--- src/rtl/pwm_bus_dist.sv ---
// PWM command bus fan-out to per-submodule A/B gate drives, with per-leg
// dead-time insertion, A/B overlap blocking, global enable and latched fault shutdown.
module pwm_bus_dist #(
  parameter int N_PH = 3,
  parameter int N_SM = 24,
  parameter int DT_W = 8
) (
  input  logic                     clk,
  input  logic                     rst_n,
  input  logic [N_PH*N_SM*2-1:0]   pwm_bus,
  input  logic [DT_W-1:0]          dt_cyc,
  input  logic                     en,
  input  logic                     fault_in,
  input  logic                     fault_clr,
  output logic [N_PH*N_SM*2-1:0]   gate_out,
  output logic                     fault_latched,
  output logic [N_PH-1:0]          ovl_err
);

  localparam int N_LEG = N_PH * N_SM;
  localparam int BW    = 2 * N_LEG;

  localparam logic [2:0] ST_IDLE = 3'd0;
  localparam logic [2:0] ST_DT_A = 3'd1;
  localparam logic [2:0] ST_A_ON = 3'd2;
  localparam logic [2:0] ST_DT_B = 3'd3;
  localparam logic [2:0] ST_B_ON = 3'd4;

  localparam logic [DT_W-1:0] CNT_ZERO = {DT_W{1'b0}};
  localparam logic [DT_W-1:0] CNT_ONE  = {{(DT_W-1){1'b0}}, 1'b1};

  logic [BW-1:0]   cmd_q;
  logic            fault_in_q;
  logic            fault_q;
  logic            fault_d;
  logic [N_PH-1:0] ovl_q;
  logic [N_PH-1:0] ovl_d;
  logic [N_PH-1:0] ovl_hit_s;
  logic            clr_ok_s;
  logic            force_idle_s;

  // A registered fault holds every leg idle on the same edge the latch sets.
  assign force_idle_s = ~en | fault_in_q | fault_q;
  assign clr_ok_s     = fault_clr & ~fault_in;

  // Sticky fault and per-phase overlap status; a new set always beats a clear.
  always_comb begin
    fault_d = fault_in_q | (fault_q & ~clr_ok_s);
    for (int p = 0; p < N_PH; p++) begin
      ovl_hit_s[p] = 1'b0;
      for (int j = 0; j < N_SM; j++) begin
        ovl_hit_s[p] = ovl_hit_s[p] |
                       (cmd_q[2*(p*N_SM+j)+1] & cmd_q[2*(p*N_SM+j)]);
      end
      ovl_d[p] = ovl_hit_s[p] | (ovl_q[p] & ~clr_ok_s);
    end
  end

  // Input register and status flops.
  always_ff @(posedge clk or negedge rst_n) begin
    if (!rst_n) begin
      cmd_q      <= {BW{1'b0}};
      fault_in_q <= 1'b0;
      fault_q    <= 1'b0;
      ovl_q      <= {N_PH{1'b0}};
    end else begin
      cmd_q      <= pwm_bus;
      fault_in_q <= fault_in;
      fault_q    <= fault_d;
      ovl_q      <= ovl_d;
    end
  end

  assign fault_latched = fault_q;
  assign ovl_err       = ovl_q;

  // Leg l owns bits [2l+1:2l] (A high, B low), which matches the SM packing.
  for (genvar l = 0; l < N_LEG; l++) begin : g_leg
    logic [2:0]      st_q;
    logic [2:0]      st_d;
    logic [DT_W-1:0] cnt_q;
    logic [DT_W-1:0] cnt_d;
    logic            ga_q;
    logic            ga_d;
    logic            gb_q;
    logic            gb_d;
    logic [1:0]      cmd_s;

    assign cmd_s = cmd_q[2*l+1:2*l];

    // Leg next-state: every exit from a dead-time or ON state passes through IDLE.
    always_comb begin
      st_d  = st_q;
      cnt_d = cnt_q;
      if (force_idle_s || (cmd_s == 2'b11)) begin
        st_d  = ST_IDLE;
        cnt_d = CNT_ZERO;
      end else begin
        case (st_q)
          ST_IDLE: begin
            if (cmd_s == 2'b10) begin
              if (dt_cyc == CNT_ZERO) begin
                st_d = ST_A_ON;
              end else begin
                st_d  = ST_DT_A;
                cnt_d = dt_cyc;
              end
            end else if (cmd_s == 2'b01) begin
              if (dt_cyc == CNT_ZERO) begin
                st_d = ST_B_ON;
              end else begin
                st_d  = ST_DT_B;
                cnt_d = dt_cyc;
              end
            end else begin
              st_d = ST_IDLE;
            end
          end
          ST_DT_A: begin
            if (cmd_s != 2'b10) begin
              st_d  = ST_IDLE;
              cnt_d = CNT_ZERO;
            end else if (cnt_q == CNT_ONE) begin
              st_d  = ST_A_ON;
              cnt_d = CNT_ZERO;
            end else begin
              cnt_d = cnt_q - CNT_ONE;
            end
          end
          ST_DT_B: begin
            if (cmd_s != 2'b01) begin
              st_d  = ST_IDLE;
              cnt_d = CNT_ZERO;
            end else if (cnt_q == CNT_ONE) begin
              st_d  = ST_B_ON;
              cnt_d = CNT_ZERO;
            end else begin
              cnt_d = cnt_q - CNT_ONE;
            end
          end
          ST_A_ON: begin
            if (cmd_s != 2'b10) begin
              st_d = ST_IDLE;
            end else begin
              st_d = ST_A_ON;
            end
          end
          ST_B_ON: begin
            if (cmd_s != 2'b01) begin
              st_d = ST_IDLE;
            end else begin
              st_d = ST_B_ON;
            end
          end
          default: begin
            st_d  = ST_IDLE;
            cnt_d = CNT_ZERO;
          end
        endcase
      end
      ga_d = (st_d == ST_A_ON);
      gb_d = (st_d == ST_B_ON);
    end

    // Leg state and gate flops; gates come from next-state, never decoded from st_q.
    always_ff @(posedge clk or negedge rst_n) begin
      if (!rst_n) begin
        st_q  <= ST_IDLE;
        cnt_q <= CNT_ZERO;
        ga_q  <= 1'b0;
        gb_q  <= 1'b0;
      end else begin
        st_q  <= st_d;
        cnt_q <= cnt_d;
        ga_q  <= ga_d;
        gb_q  <= gb_d;
      end
    end

    assign gate_out[2*l+1] = ga_q;
    assign gate_out[2*l]   = gb_q;
  end

endmodule

--- config.mk ---
export PLATFORM = sky130hd
export DESIGN_NAME = pwm_bus_dist
export DESIGN_NICKNAME = d
export VERILOG_FILES = /design/src/rtl/pwm_bus_dist.sv
export SDC_FILE = /design/constraint.sdc
export NUM_CORES = 2
export LEC_CHECK = 0
export CELL_PAD_IN_SITES_DETAIL_PLACEMENT = 1
export CELL_PAD_IN_SITES_GLOBAL_PLACEMENT = 1
export CORE_ASPECT_RATIO = 1.75
export CORE_MARGIN = 2
export CORE_UTILIZATION = 45
export DETAILED_ROUTE_END_ITERATION = 10
export GPL_ROUTABILITY_DRIVEN = 0
export PLACE_DENSITY = 0.8
export SYNTH_ARGS = -nofsm -noshare
export SYNTH_HDL_FRONTEND = slang
export SYNTH_SLANG_ARGS = --single-unit
--- constraint.sdc ---
create_clock -name clk -period 5.6 [get_ports clk]
set_clock_uncertainty 0.1 [all_clocks]
set_input_delay 1.12 -clock clk [delete_from_list [all_inputs] [get_ports clk]]
set_output_delay 1.12 -clock clk [all_outputs]
set_load 0.005 [all_outputs]
==> impl_metrics.json <==
{
  "wl_per_cell_um": 24.26,
  "worstSetupStartpointType": "input port",
  "detailedRoute.firstPassIterationCount": 6,
  "min_period_ns": 3.667,
  "syn-instance-count": 7561,
  "r2r_setup_slack_ns": 2.47,
  "power.leakage_nw": 31.68,
  "critical_path.endpoint_type": "register",
  "post_synth.cell_area_avg_sq_um": 8.779,
  "synth.lib_cells_used.distinct": 93,
  "final.setup.worst_slack_ns": 1.933,
  "post_drt_via_cell_ratio": 6.427,
  "drive_above_1_share": 0.04850,
  "ys_warn_count": 0,
  "num-nets-final": 7867,
  "antenna_found_initial": 13,
  "grt_first_pass_wirelength_mm": 366.3,
  "htree_num_levels": 3,
  "worst-slew-pin-transition_ns": 1.162,
  "grt_max_degree": 112,
  "timing.critical_path.max_delay_family": "simple AND/OR/NAND/NOR gates",
  "post-cts-setup-buffer-count": 0,
  "detail_route.drc_violations": 0,
  "yosysTopAreaCellShare": 0.4090,
  "post_cts_resized": 0,
  "num_io_pins": 305,
  "height_of_the_die_um": 512.1,
  "routed_wl_mm": 231.2,
  "route.antenna.remaining_nets": 0,
  "synth-seq-area-share": 0.4090,
  "max-clock-path-buffers": 3,
  "vias_post_dr": 61260,
  "initial_utilization": 0.4528,
  "cts.reportedPaths.clkPinSlew_ns": 0.07,
  "cts_buffers": 111,
  "clock.fmax_mhz": 272.7,
  "first_global_vias": 65420,
  "worstPathMaxFanout": 47,
  "track_usage": 0.3025,
  "globalRouteOverflowTotal": 0,
  "detailed_place_hpwl_mm": 157.0,
  "design.core.area_sq_um": 146600,
  "setup_viol": 0,
  "clock_net_sink_count": 1085,
  "layout.cell_area.non_filler_sq_um": 73950,
  "die_area_sq_um": 150700,
  "ys_dominant_reg_cell": "sky130_fd_sc_hd__dfrtp_1",
  "min_path_type": "in -> async",
  "timing.critical_path.buf_inv": 2,
  "whs_ns": 0.3060,
  "fin_tns_setup_ns": 0,
  "slowest_stage": "sky130_fd_sc_hd__or4_2",
  "crit_chain": "buf_6, or4_2, nor2_4, buf_4, nor3_1, o21ai_1, o221ai_1",
  "total_power_per_unit_cell_area_nw_per_um2": 243.3,
  "worst-endpoint-required_ns": 6.11,
  "synth.ff_latch_count": 1085,
  "core_rows": 186,
  "post_synth_main_area_contributors": "sky130_fd_sc_hd__dfrtp_1 (41%), sky130_fd_sc_hd__nand2_1 (4.5%), sky130_fd_sc_hd__o21ai_0 (4.2%), sky130_fd_sc_hd__a22oi_1 (3.1%), sky130_fd_sc_hd__a21oi_1 (2.9%)",
  "synth_async_sr_flop_share": 1.000,
  "placed_area_sq_um": 70020,
  "post-synth-top-area-cell": "sky130_fd_sc_hd__dfrtp_1",
  "root_buffer": "sky130_fd_sc_hd__clkbuf_16",
  "ctsHoldBuffers": 0,
  "cp.arrival_ns": 4.18,
  "dp_slack_ns": 1.199,
  "grt_setup_unrepaired": "false",
  "criticalPathCategory": "in -> reg",
  "clk_lat_worst_skew_ns": 0.78,
  "layout.filler_cells": 17000,
  "dieWidth_um": 294.3,
  "placement.io_buffers": 304,
  "layout_worst_path_cycle_share": 0.6548,
  "vdd.ir_drop.worst_v": 0.0002393,
  "maxSlewViolCount": 0,
  "area_growth_pct": 11.40,
  "hold_viol": 0,
  "synth_most_common_cell": "sky130_fd_sc_hd__dfrtp_1",
  "outcome": "completed",
  "cpPeakStageDelay_ns": 0.99,
  "synth-edff-count": 0,
  "ys_top_cells_by_count": "sky130_fd_sc_hd__dfrtp_1 (1,085), sky130_fd_sc_hd__nand2_1 (797), sky130_fd_sc_hd__o21ai_0 (560)",
  "syn-num-nets": 7871,
  "mappedNetlistArea_sq_um": 66380,
  "maxCapViolations": 0,
  "max-slew-margin-rel": 0.2191,
  "cts_tree": "built",
  "dr.first_iter.drc_count": 3761
}
[cells by family after synthesis]
group | Yosys count | share of synthesized area
AND/OR/NAND/NOR | 2779 | 0.2155
adder cells (fa/ha/maj) | 153 | 0.02884
flip-flops | 1085 | 0.4090
AO/OA/AOI/OAI | 2288 | 0.2361
buffers and inverters | 902 | 0.06094
multiplexers | 147 | 0.02230
XOR/XNOR | 207 | 0.02731
[stage by stage]
| stage | std cells | utilization | total power [mW] |
|---|---|---|---|
| finish | 9532 | 0.5044 | 17.99 |
| floorplan | 7561 | - | 9.146 |
| global route | 9531 | 0.5044 | 18.59 |
| CTS | 9530 | 0.5044 | 18.16 |
| detailed placement | 9324 | 0.4776 | 9.928 |
| global placement | 9324 | 0.4776 | 9.866 |
[sequential cells by signal, indices dropped and copies added, names as in the netlist]
| name | count |
|---|---|
| g_leg.st_q | 216 |
| g_leg.ga_q | 72 |
| g_leg.gb_q | 72 |
| ovl_err | 3 |
| g_leg.cnt_q | 576 |
| cmd_q | 144 |
| fault_in_q | 1 |
| fault_latched | 1 |
[report_power, final]
group | switching [mW] | internal, mW
combinational | 1.08 | 0.593
sequential | 0.190 | 7.95
clock | 3.44 | 4.75
[final timing paths]
path | from | end | cells past startpoint
min in group clk | fault_in_q$_DFF_PN0_ | fault_latched$_DFF_PN0_ | 1
hold / removal | rst_n | g_leg[54].gb_q$_DFF_PN0_ | 1
setup / recovery | dt_cyc[7] | g_leg[33].cnt_q[6]$_DFFE_PN0P_ | 7
hold reg to reg | fault_in_q$_DFF_PN0_ | fault_latched$_DFF_PN0_ | 1
max in group asynchronous | rst_n | g_leg[50].gb_q$_DFF_PN0_ | 3
setup reg to reg | fault_latched$_DFF_PN0_ | g_leg[27].cnt_q[3]$_DFFE_PN0P_ | 7
[cells in the final DEF (no fill, tap or decap), types with 153 or more instances in the layout]
cell and count:
sky130_fd_sc_hd__nor2b_1 242, sky130_fd_sc_hd__nand2_1 796, sky130_fd_sc_hd__nor3_1 372, sky130_fd_sc_hd__a21oi_1 391, sky130_fd_sc_hd__dfrtp_1 1085, sky130_fd_sc_hd__nor2_1 520, sky130_fd_sc_hd__inv_1 422, sky130_fd_sc_hd__o21ai_0 560
sky130_fd_sc_hd__a22oi_1 274, sky130_fd_sc_hd__ha_1 153, sky130_fd_sc_hd__clkdlybuf4s50_1 295
[per-layer routing]
metal  up-vias  part of all wire  wire length, um  global-route usage
li1      27640                 -                -                   -
met1     31300              0.39            91250              0.3564
met2      1710              0.51           116800              0.5370
met3       600             0.052            11910             0.04117
met4        10             0.048            11190              0.1467
met5         -           0.00030               69                   0
[cell type report]
class	instances	area, sq um	share of cell area
inverters	422	1584	0.02142
diodes	2	5.005	0.00006768
repair buffers	363	3726	0.05039
multi-input cells	5574	35210	0.4761
clock buffers	162	3333	0.04507
well taps	1880	2352	0.03181
clock inverters	44	591.8	0.008003
flip-flops and latches	1085	27150	0.3671
(Power assumes the default switching activity.)
